**config.mk**
```make
export PLATFORM = sky130hd
export DESIGN_NAME = uart_rx_ctrl
export DESIGN_NICKNAME = d
export VERILOG_FILES = /design/src/rtl/uart_rx_ctrl.sv
export SDC_FILE = /design/constraint.sdc
export NUM_CORES = 1
export LEC_CHECK = 0
export ABC_CLOCK_PERIOD_IN_PS = 3770
export CAP_MARGIN = 20
export CORE_AREA = 2 2 97 99
export CTS_CLUSTER_SIZE = 20
export DETAILED_ROUTE_END_ITERATION = 6
export DIE_AREA = 0 0 99 101
export SLEW_MARGIN = 20
export SYNTH_ARGS = -nofsm -noshare
export SYNTH_HDL_FRONTEND = slang
export SYNTH_SLANG_ARGS = --single-unit
```
**constraint.sdc**
```tcl
create_clock -name rx_clk -period 3.77 [get_ports rx_clk]
set_clock_uncertainty 0.1 [all_clocks]
set_input_delay 0.754 -clock rx_clk [delete_from_list [all_inputs] [get_ports rx_clk]]
set_output_delay 0.754 -clock rx_clk [all_outputs]
set_load 0.02 [all_outputs]
```
**src/rtl/uart_rx_ctrl.sv**
```systemverilog
// UART receiver sequencer: applies frame config, arms the receiver, buffers good bytes
// in a small FIFO and recovers the receiver after errored or stalled frames.
module uart_rx_ctrl #(
    parameter int unsigned DEPTH   = 4,
    parameter int unsigned TIMEOUT = 256
) (
    input  logic       rx_clk,
    input  logic       rst,
    input  logic       enable,
    input  logic [3:0] cfg_data_len,
    input  logic       cfg_parity_en,
    input  logic       cfg_parity_type,
    input  logic       cfg_stop2,
    input  logic       rx,
    input  logic [7:0] rx_data,
    input  logic       rx_done,
    input  logic       rx_err,
    output logic       rx_start,
    output logic [3:0] data_len,
    output logic       parity_en,
    output logic       parity_type,
    output logic       stop2,
    output logic       rx_rst_n,
    output logic [7:0] m_data,
    output logic       m_valid,
    input  logic       m_ready,
    output logic       overflow,
    output logic [7:0] err_count
);

    localparam int unsigned AW = (DEPTH > 1) ? $clog2(DEPTH) : 1;
    localparam int unsigned PW = AW + 1;
    localparam int unsigned TW = (TIMEOUT > 2) ? $clog2(TIMEOUT) : 1;
    localparam logic [TW-1:0] TMO_LAST = TW'(TIMEOUT - 1);

    typedef enum logic [1:0] {
        ST_DISABLED = 2'd0,
        ST_ARMED    = 2'd1,
        ST_RECOVER  = 2'd2
    } state_t;

    state_t        state_q;
    logic          rx_start_q;
    logic [3:0]    data_len_q;
    logic          parity_en_q;
    logic          parity_type_q;
    logic          stop2_q;
    logic          rx_rst_n_q;
    logic          busy_q;
    logic          err_seen_q;
    logic [TW-1:0] tmo_q;
    logic          rec_q;
    logic          done_prev_q;
    logic          err_prev_q;
    logic [7:0]    err_count_q;
    logic          overflow_q;

    logic [PW-1:0] wr_q, wr_d;
    logic [PW-1:0] rd_q, rd_d;
    logic [7:0]    mem_q [DEPTH];
    logic [7:0]    m_data_q, m_data_d;
    logic          m_valid_q, m_valid_d;

    logic [3:0] cfg_len_c;
    logic       done_rise_c;
    logic       err_rise_c;
    logic       armed_c;
    logic       frame_bad_c;
    logic       timeout_c;
    logic       full_c;
    logic       pop_c;
    logic       push_req_c;
    logic       push_c;
    logic       drop_c;
    logic       err_evt_c;

    // Event decode; a done rise on the timeout edge wins over the timeout
    always_comb begin
        cfg_len_c   = ((cfg_data_len >= 4'd5) && (cfg_data_len <= 4'd8)) ? cfg_data_len : 4'd8;
        done_rise_c = rx_done & ~done_prev_q;
        err_rise_c  = rx_err & ~err_prev_q;
        armed_c     = (state_q == ST_ARMED);
        frame_bad_c = err_seen_q | rx_err;
        timeout_c   = busy_q & (tmo_q == TMO_LAST) & ~done_rise_c;
        full_c      = (wr_q[AW-1:0] == rd_q[AW-1:0]) && (wr_q[AW] != rd_q[AW]);
        pop_c       = m_valid_q & m_ready;
        push_req_c  = armed_c & done_rise_c & ~frame_bad_c;
        push_c      = push_req_c & (~full_c | pop_c);
        drop_c      = push_req_c & full_c & ~pop_c;
        err_evt_c   = armed_c & ((done_rise_c & frame_bad_c) | timeout_c);
    end

    // Controller state machine with registered outputs
    always_ff @(posedge rx_clk or posedge rst) begin
        if (rst) begin
            state_q       <= ST_DISABLED;
            rx_start_q    <= 1'b0;
            data_len_q    <= 4'd8;
            parity_en_q   <= 1'b0;
            parity_type_q <= 1'b0;
            stop2_q       <= 1'b0;
            rx_rst_n_q    <= 1'b1;
            busy_q        <= 1'b0;
            err_seen_q    <= 1'b0;
            tmo_q         <= '0;
            rec_q         <= 1'b0;
            done_prev_q   <= 1'b0;
            err_prev_q    <= 1'b0;
            err_count_q   <= 8'd0;
            overflow_q    <= 1'b0;
        end else begin
            done_prev_q <= rx_done;
            err_prev_q  <= rx_err;
            if (err_evt_c && (err_count_q != 8'hFF)) begin
                err_count_q <= err_count_q + 8'd1;
            end
            if (drop_c) begin
                overflow_q <= 1'b1;
            end
            case (state_q)
                ST_DISABLED: begin
                    data_len_q    <= cfg_len_c;
                    parity_en_q   <= cfg_parity_en;
                    parity_type_q <= cfg_parity_type;
                    stop2_q       <= cfg_stop2;
                    if (enable) begin
                        state_q    <= ST_ARMED;
                        rx_start_q <= 1'b1;
                    end
                end
                ST_ARMED: begin
                    if (err_rise_c) begin
                        err_seen_q <= 1'b1;
                    end
                    if (busy_q) begin
                        tmo_q <= tmo_q + TW'(1);
                    end else if (!rx) begin
                        busy_q <= 1'b1;
                        tmo_q  <= '0;
                    end
                    if (err_evt_c) begin
                        state_q    <= ST_RECOVER;
                        rx_start_q <= 1'b0;
                        rx_rst_n_q <= 1'b0;
                        busy_q     <= 1'b0;
                        err_seen_q <= 1'b0;
                        tmo_q      <= '0;
                        rec_q      <= 1'b0;
                    end else if (done_rise_c) begin
                        busy_q <= 1'b0;
                        tmo_q  <= '0;
                    end else if (!enable && !busy_q) begin
                        state_q    <= ST_DISABLED;
                        rx_start_q <= 1'b0;
                    end
                end
                ST_RECOVER: begin
                    busy_q     <= 1'b0;
                    err_seen_q <= 1'b0;
                    tmo_q      <= '0;
                    if (rec_q) begin
                        state_q    <= enable ? ST_ARMED : ST_DISABLED;
                        rx_start_q <= enable;
                        rx_rst_n_q <= 1'b1;
                    end else begin
                        rec_q <= 1'b1;
                    end
                end
                default: begin
                    state_q    <= ST_DISABLED;
                    rx_start_q <= 1'b0;
                    rx_rst_n_q <= 1'b1;
                end
            endcase
        end
    end

    // FIFO next state; the registered head tracks a write into an otherwise empty FIFO
    always_comb begin
        wr_d      = wr_q + PW'(push_c);
        rd_d      = rd_q + PW'(pop_c);
        m_valid_d = (wr_d != rd_d);
        if (push_c && (rd_d[AW-1:0] == wr_q[AW-1:0])) begin
            m_data_d = rx_data;
        end else begin
            m_data_d = mem_q[rd_d[AW-1:0]];
        end
    end

    always_ff @(posedge rx_clk or posedge rst) begin
        if (rst) begin
            wr_q      <= '0;
            rd_q      <= '0;
            m_valid_q <= 1'b0;
            m_data_q  <= 8'd0;
            for (int i = 0; i < int'(DEPTH); i++) begin
                mem_q[i] <= 8'd0;
            end
        end else begin
            if (push_c) begin
                mem_q[wr_q[AW-1:0]] <= rx_data;
            end
            wr_q      <= wr_d;
            rd_q      <= rd_d;
            m_valid_q <= m_valid_d;
            m_data_q  <= m_data_d;
        end
    end

    assign rx_start    = rx_start_q;
    assign data_len    = data_len_q;
    assign parity_en   = parity_en_q;
    assign parity_type = parity_type_q;
    assign stop2       = stop2_q;
    assign rx_rst_n    = rx_rst_n_q;
    assign m_data      = m_data_q;
    assign m_valid     = m_valid_q;
    assign overflow    = overflow_q;
    assign err_count   = err_count_q;

endmodule

```
* Word level (Yosys, flattened, before mapping)
Cells that the tools add are included.
Storage, ports and cells: register bits 80, output and inout port bits 27, logic and storage cells 124
Cells by class: $add $sub $neg 4, order comparisons 5, equality and inequality tests 15, multiplexer cells 38, bitwise logic cells 24, reduce and logical (&&, ||, !) cells 15
Operators with widths (number):
- two-way mux 8 bit | 8
- bitwise mux 32 bit | 1
- adder 8 x 1 -> 8 bit (second input constant) | 2
- binary-select mux 8 bit (select 2 bit) | 1
- demux 8 bit (select 2 bit) | 1
- case mux 8 bit (2 select lines) | 1
- two-way mux 1 bit | 14
- bitwise AND 1 bit | 12
- two-way mux 2 bit | 5
- == test 8 bit (second input constant) | 1
- != test 8 bit (second input constant) | 1
- inverter 1 bit | 7
- adder 3 x 1 -> 3 bit | 2
- greater-or-equal comparator 3 bit (second input constant) | 2
- logical AND 1 bit | 6
- != test 3 x 2 -> 1 bit (second input constant) | 2
- inverter 2 -> 3 bit | 2
- case mux 1 bit (2 select lines) | 3
- case mux 1 bit (3 select lines) | 2
- case mux 2 bit (3 select lines) | 1
- AND reduction 2 bit | 3
- != test 5 x 4 -> 1 bit (second input constant) | 1
- == test 2 bit | 2
- greater-or-equal comparator 4 x 3 -> 1 bit (second input constant) | 1
- other kinds (16) | 20

* Longest topological paths before layout
depth after elaboration 8, mapped depth 11, gate-level depth less buffers 10

* Worst setup path before layout
No wires, ideal clock.
kind input port to flip-flop, start input port m_ready, end register m_data_q[0] (netlist: m_data[0]), arrival 2.633 ns, data required time 3.545 ns, setup slack 0.912 ns, stages on the path 7, path buffers 1, cells stage by stage and2_1 -> ha_1 -> ha_1 -> buf_1 -> xor2_1 -> nor3_2 -> mux2_2
On the way: longest elaborated chain between the ends 7, elaborated cells between the ends (all ways) 11, those cells by class 1 x add/sub; 1 x eq/ne; 4 x mux; 4 x bitwise; 1 x reduce/logical
Ends and longest elaborated chain:
- start: declaration | line 26 | input logic m_ready,
- bitwise AND 1 bit (*) | line 86 | pop_c = m_valid_q & m_ready;
- adder 3 x 1 -> 3 bit (*) | line 181 | rd_d = rd_q + PW'(pop_c);
- net rd_d[1] | line 59 | logic [PW-1:0] rd_q, rd_d;
- inverter 2 -> 3 bit (not written as such) | line 186 | m_data_d = mem_q[rd_d[AW-1:0]];
- binary-select mux 8 bit (select 2 bit) | line 186
- two-way mux 8 bit (not written as such) (2 in a row) | line 186
- two-way mux 8 bit (*) | line 183 | if (push_c && (rd_d[AW-1:0] == wr_q[AW-1:0])) begin
- net m_data_d[0] | line 61 | logic [7:0] m_data_q, m_data_d;
- end signal: assignment | line 206 | m_data_q <= m_data_d;
- end: declaration | line 61
Mark *: on every way through the listed nets, which the timed path passes. The rest lies on a longest branch. The select of a mux whose other input is x is not followed. A chain may end at the register's enable or synchronous reset.

* Worst setup path after layout
start input port m_ready, end register m_valid_q (netlist: m_valid)
On the way: longest elaborated chain between the ends 5, elaborated cells between the ends (all ways) 6, those cells by class 2 x add/sub; 1 x eq/ne; 3 x bitwise
Ends and longest elaborated chain:
- bitwise AND 1 bit | line 86
- OR 1 bit | line 88 | push_c = push_req_c & (~full_c | pop_c);
- bitwise AND 1 bit | line 88
- adder 3 x 1 -> 3 bit | line 180 | wr_d = wr_q + PW'(push_c);
- net wr_d[2] | line 58 | logic [PW-1:0] wr_q, wr_d;
- != test 3 bit | line 182 | m_valid_d = (wr_d != rd_d);
- net m_valid_d | line 62 | logic m_valid_q, m_valid_d;
- end signal: assignment | line 205 | m_valid_q <= m_valid_d;
- end: declaration | line 62
The timed path passes the listed nets, and every way through them passes these cells.

==> metrics.txt <==
run status=finished, final reports clean; Post-synth EDFFs=0; Place WS=558 ps; synthesized area per cell=13.0 sq um; drt first pass iters=4; total grt overflow=0; LEAKAGE=0.00207 uW; ant diodes=0; Reg clk slew, reported paths=80 ps; crit path capture type=flop; Startpoint Class=input pin; commonest non-fill, non-tap cell in the layout=dfrtp_1; asr flop ratio synth=1.00; NetSw=1110 uW; TritonCTS buffer count=9; # DRC=0; Ys Warns=0; area delta synth->final=21.6%; pin count of the biggest net entering global routing=36; Mapped Cells=~290; Max Cap Violations=0; clock root cell=clkbuf_8; Filler cells=788; Cell Area, Placed=4350 sq um; vias in the first global route=2338; setup repair after global routing missed its margin=false; layout cell share with drive strength beyond 1=0.254; DR iter-0 viols=48; I/O pins=49; I/O Buffers=between 40 and 50; XOR/XNOR share of the synthesized area=0.0328; via count=2379; clock latency on the worst-skew pair=~340 ps; post-route minimum period=about 2800 ps; period utilization=0.753; Primary FF master, synth=dfrtp_1; Rel. slew slack=0.584; vias per inst=around 5.1; Max Freq=0.352 GHz; Initial Util=0.416; DIE HEIGHT=101 um; clk sinks=80; sequential share of power=0.405; worst slew pin tran=623 ps; power share of the clock group=0.188; Total Wirelength=6900 um; core area=8980 sq um; count of final setup violators=0; Post-Synth Adder-Cell Area=0.0335; die area=10000 sq um; Final Hold Fails=0; internal cell power=2130 uW; antenna viol nets, final=0; commonest cells after routing, fill and taps aside=dfrtp_1 (78), clkdlybuf4s50_1 (48), mux2_2 (40), nand2_1 (17), nor2_1 (14); HP Class=reg -> reg; sequential fraction of the synthesis area=0.537; Seq. cell area=2000 sq um; Post-Syn Nets=319; maximum root-to-sink buffer count=2; crit path max fanout=6; critical path class=in -> reg; H-tree depth=3; Power, Total=3240 uW; Sum Neg Setup Slack=0 ps; Yosys cell types=47; Cell Area, Synth=roughly 3700 sq um; final critical-path setup slack=932 ps; RePlAce Congestion=0.799; die width=99 um; Finished Cell Area=between 4000 and 5000 sq um; nets@finish=between 300 and 400; Crit path arrival time=between 2000 and 3000 ps; switching portion of total power=0.341; CTS Hold Bufs=0; Final HPWL DP=~4800 um; Multi-input gate area=1630 sq um; Post-CTS Setup Repair Bufs=0; Site Rows=35; Synth Area in Compound Gates=0.0697; CTS tree=built; first-pass GRT wire length=11700 um; synthesized flop and latch total=80; combinational family with the most area after synthesis=multiplexers; CTS resizes=0; DR WL/cell=14.9 um; post-synthesis mux area share=0.204; final hold slack=393 ps; required time of the critical path=3890 ps; post-synthesis simple-gate area fraction=0.0962; Comb pwr share=0.407; initial antenna violation count=0; gr usage total=0.149; total power per unit cell area=a little over 700 nW/um^2; Peak VDD IR=0.249 mV; Slew Viols, Final=0
==> layer usage <==
metal,up-vias,GRT usage,routed length (um)
li1,1149,-,-
met1,1202,0.198,3260
met2,26,0.242,3430
met3,2,0.0361,179
met4,0,0.0474,28
met5,-,0,0
==> logic make-up after synthesis <==
| logic type | Yosys count |
|---|---|
| simple gates | 66 |
| fa+ha+maj | 10 |
| buf+inv | 19 |
| flops | 80 |
| compound gates | 41 |
| xor+xnor | 14 |
| mux | 57 |
==> critical path: stages <==
cell and delay (ps):
clkdlybuf4s50_1 380, and2_1 150, or4_4 440, nand2_4 130, inv_1 60, ha_1 180, ha_1 180, xor2_1 160
xor2_1 160, or3_1 360
==> power by group through the flow <==
stage / clock network [uW] / logic (uW) / registers (uW)
2_1_floorplan: 0 / 874 / 1380
3_3_place_gp: 0 / 1320 / 1330
3_5_place_dp: 0 / 1340 / 1330
4_1_cts: 637 / 1340 / 1310
5_1_grt: 665 / 1450 / 1350
6_report: 608 / 1320 / 1310
==> synth_stat cells, types with 2 or more instances <==
library cell | count | share of area
buf_1 | 2 | 0.0020
o31ai_1 | 2 | 0.0040
nor3b_2 | 2 | 0.0067
nand2_1 | 17 | 0.017
o21a_1 | 2 | 0.0040
nor2b_1 | 3 | 0.0050
inv_1 | 11 | 0.011
mux4_2 | 8 | 0.048
nand3_1 | 9 | 0.012
dfrtp_1 | 78 | 0.52
clkbuf_2 | 2 | 0.0027
a31oi_1 | 6 | 0.010
a21oi_1 | 10 | 0.013
xor2_1 | 9 | 0.021
and3_1 | 2 | 0.0034
mux2_2 | 40 | 0.12
nand4_1 | 4 | 0.0067
o22ai_1 | 2 | 0.0034
a21o_1 | 2 | 0.0040
o21ai_0 | 9 | 0.012
mux2_4 | 8 | 0.032
and2_1 | 2 | 0.0034
nor2_1 | 14 | 0.014
xnor2_1 | 5 | 0.012
a22o_1 | 2 | 0.0047
dfstp_2 | 2 | 0.014
nand2b_1 | 5 | 0.0084
ha_1 | 10 | 0.034
==> registers in the layout (all words and copies together), names as in the netlist <==
register     cells
wr_q             3
m_data           8
err_seen_q       1
parity_type      1
state_q          2
done_prev_q      1
err_prev_q       1
overflow         1
rec_q            1
mem_q           32
err_count        8
data_len         4
tmo_q            8
rx_rst_n         1
busy_q           1
m_valid          1
parity_en        1
rx_start         1
rd_q             3
stop2            1
==> final timing paths <==
check / start / endpoint / slack (ps) / depth (start not counted)
max in group asynchronous: rst / data_len[3]$_DFFE_PP1P_ / 2180 / 3
worst max register to register: wr_q[0]$_DFF_PP0_ / m_valid$_DFF_PP0_ / 1100 / 9
worst min register to register: overflow$_DFFE_PP0P_ / overflow$_DFFE_PP0P_ / 390 / 1
worst max-delay path: m_ready / m_valid$_DFF_PP0_ / 930 / 10
min in group asynchronous: rst / err_count[5]$_DFFE_PP0P_ / 690 / 2
worst min-delay path: overflow$_DFFE_PP0P_ / overflow$_DFFE_PP0P_ / 390 / 1
==> final cells by class <==
type / count / area share
Inverter: 11 / 0.00937
Clock buffer: 10 / 0.0281
Timing Repair Buffer: 56 / 0.119
Sequential cell: 80 / 0.441
Tap cell: 111 / 0.0306
Clock inverter: 6 / 0.0132
Multi-Input combinational cell: 188 / 0.358
==> per-stage QoR <==
step | util | instances
floorplan | - | 287
global placement | 0.485 | 446
detailed placement | 0.485 | 446
CTS | 0.506 | 462
global route | 0.506 | 462
finish | 0.506 | 462
(Power assumes the default switching activity.)
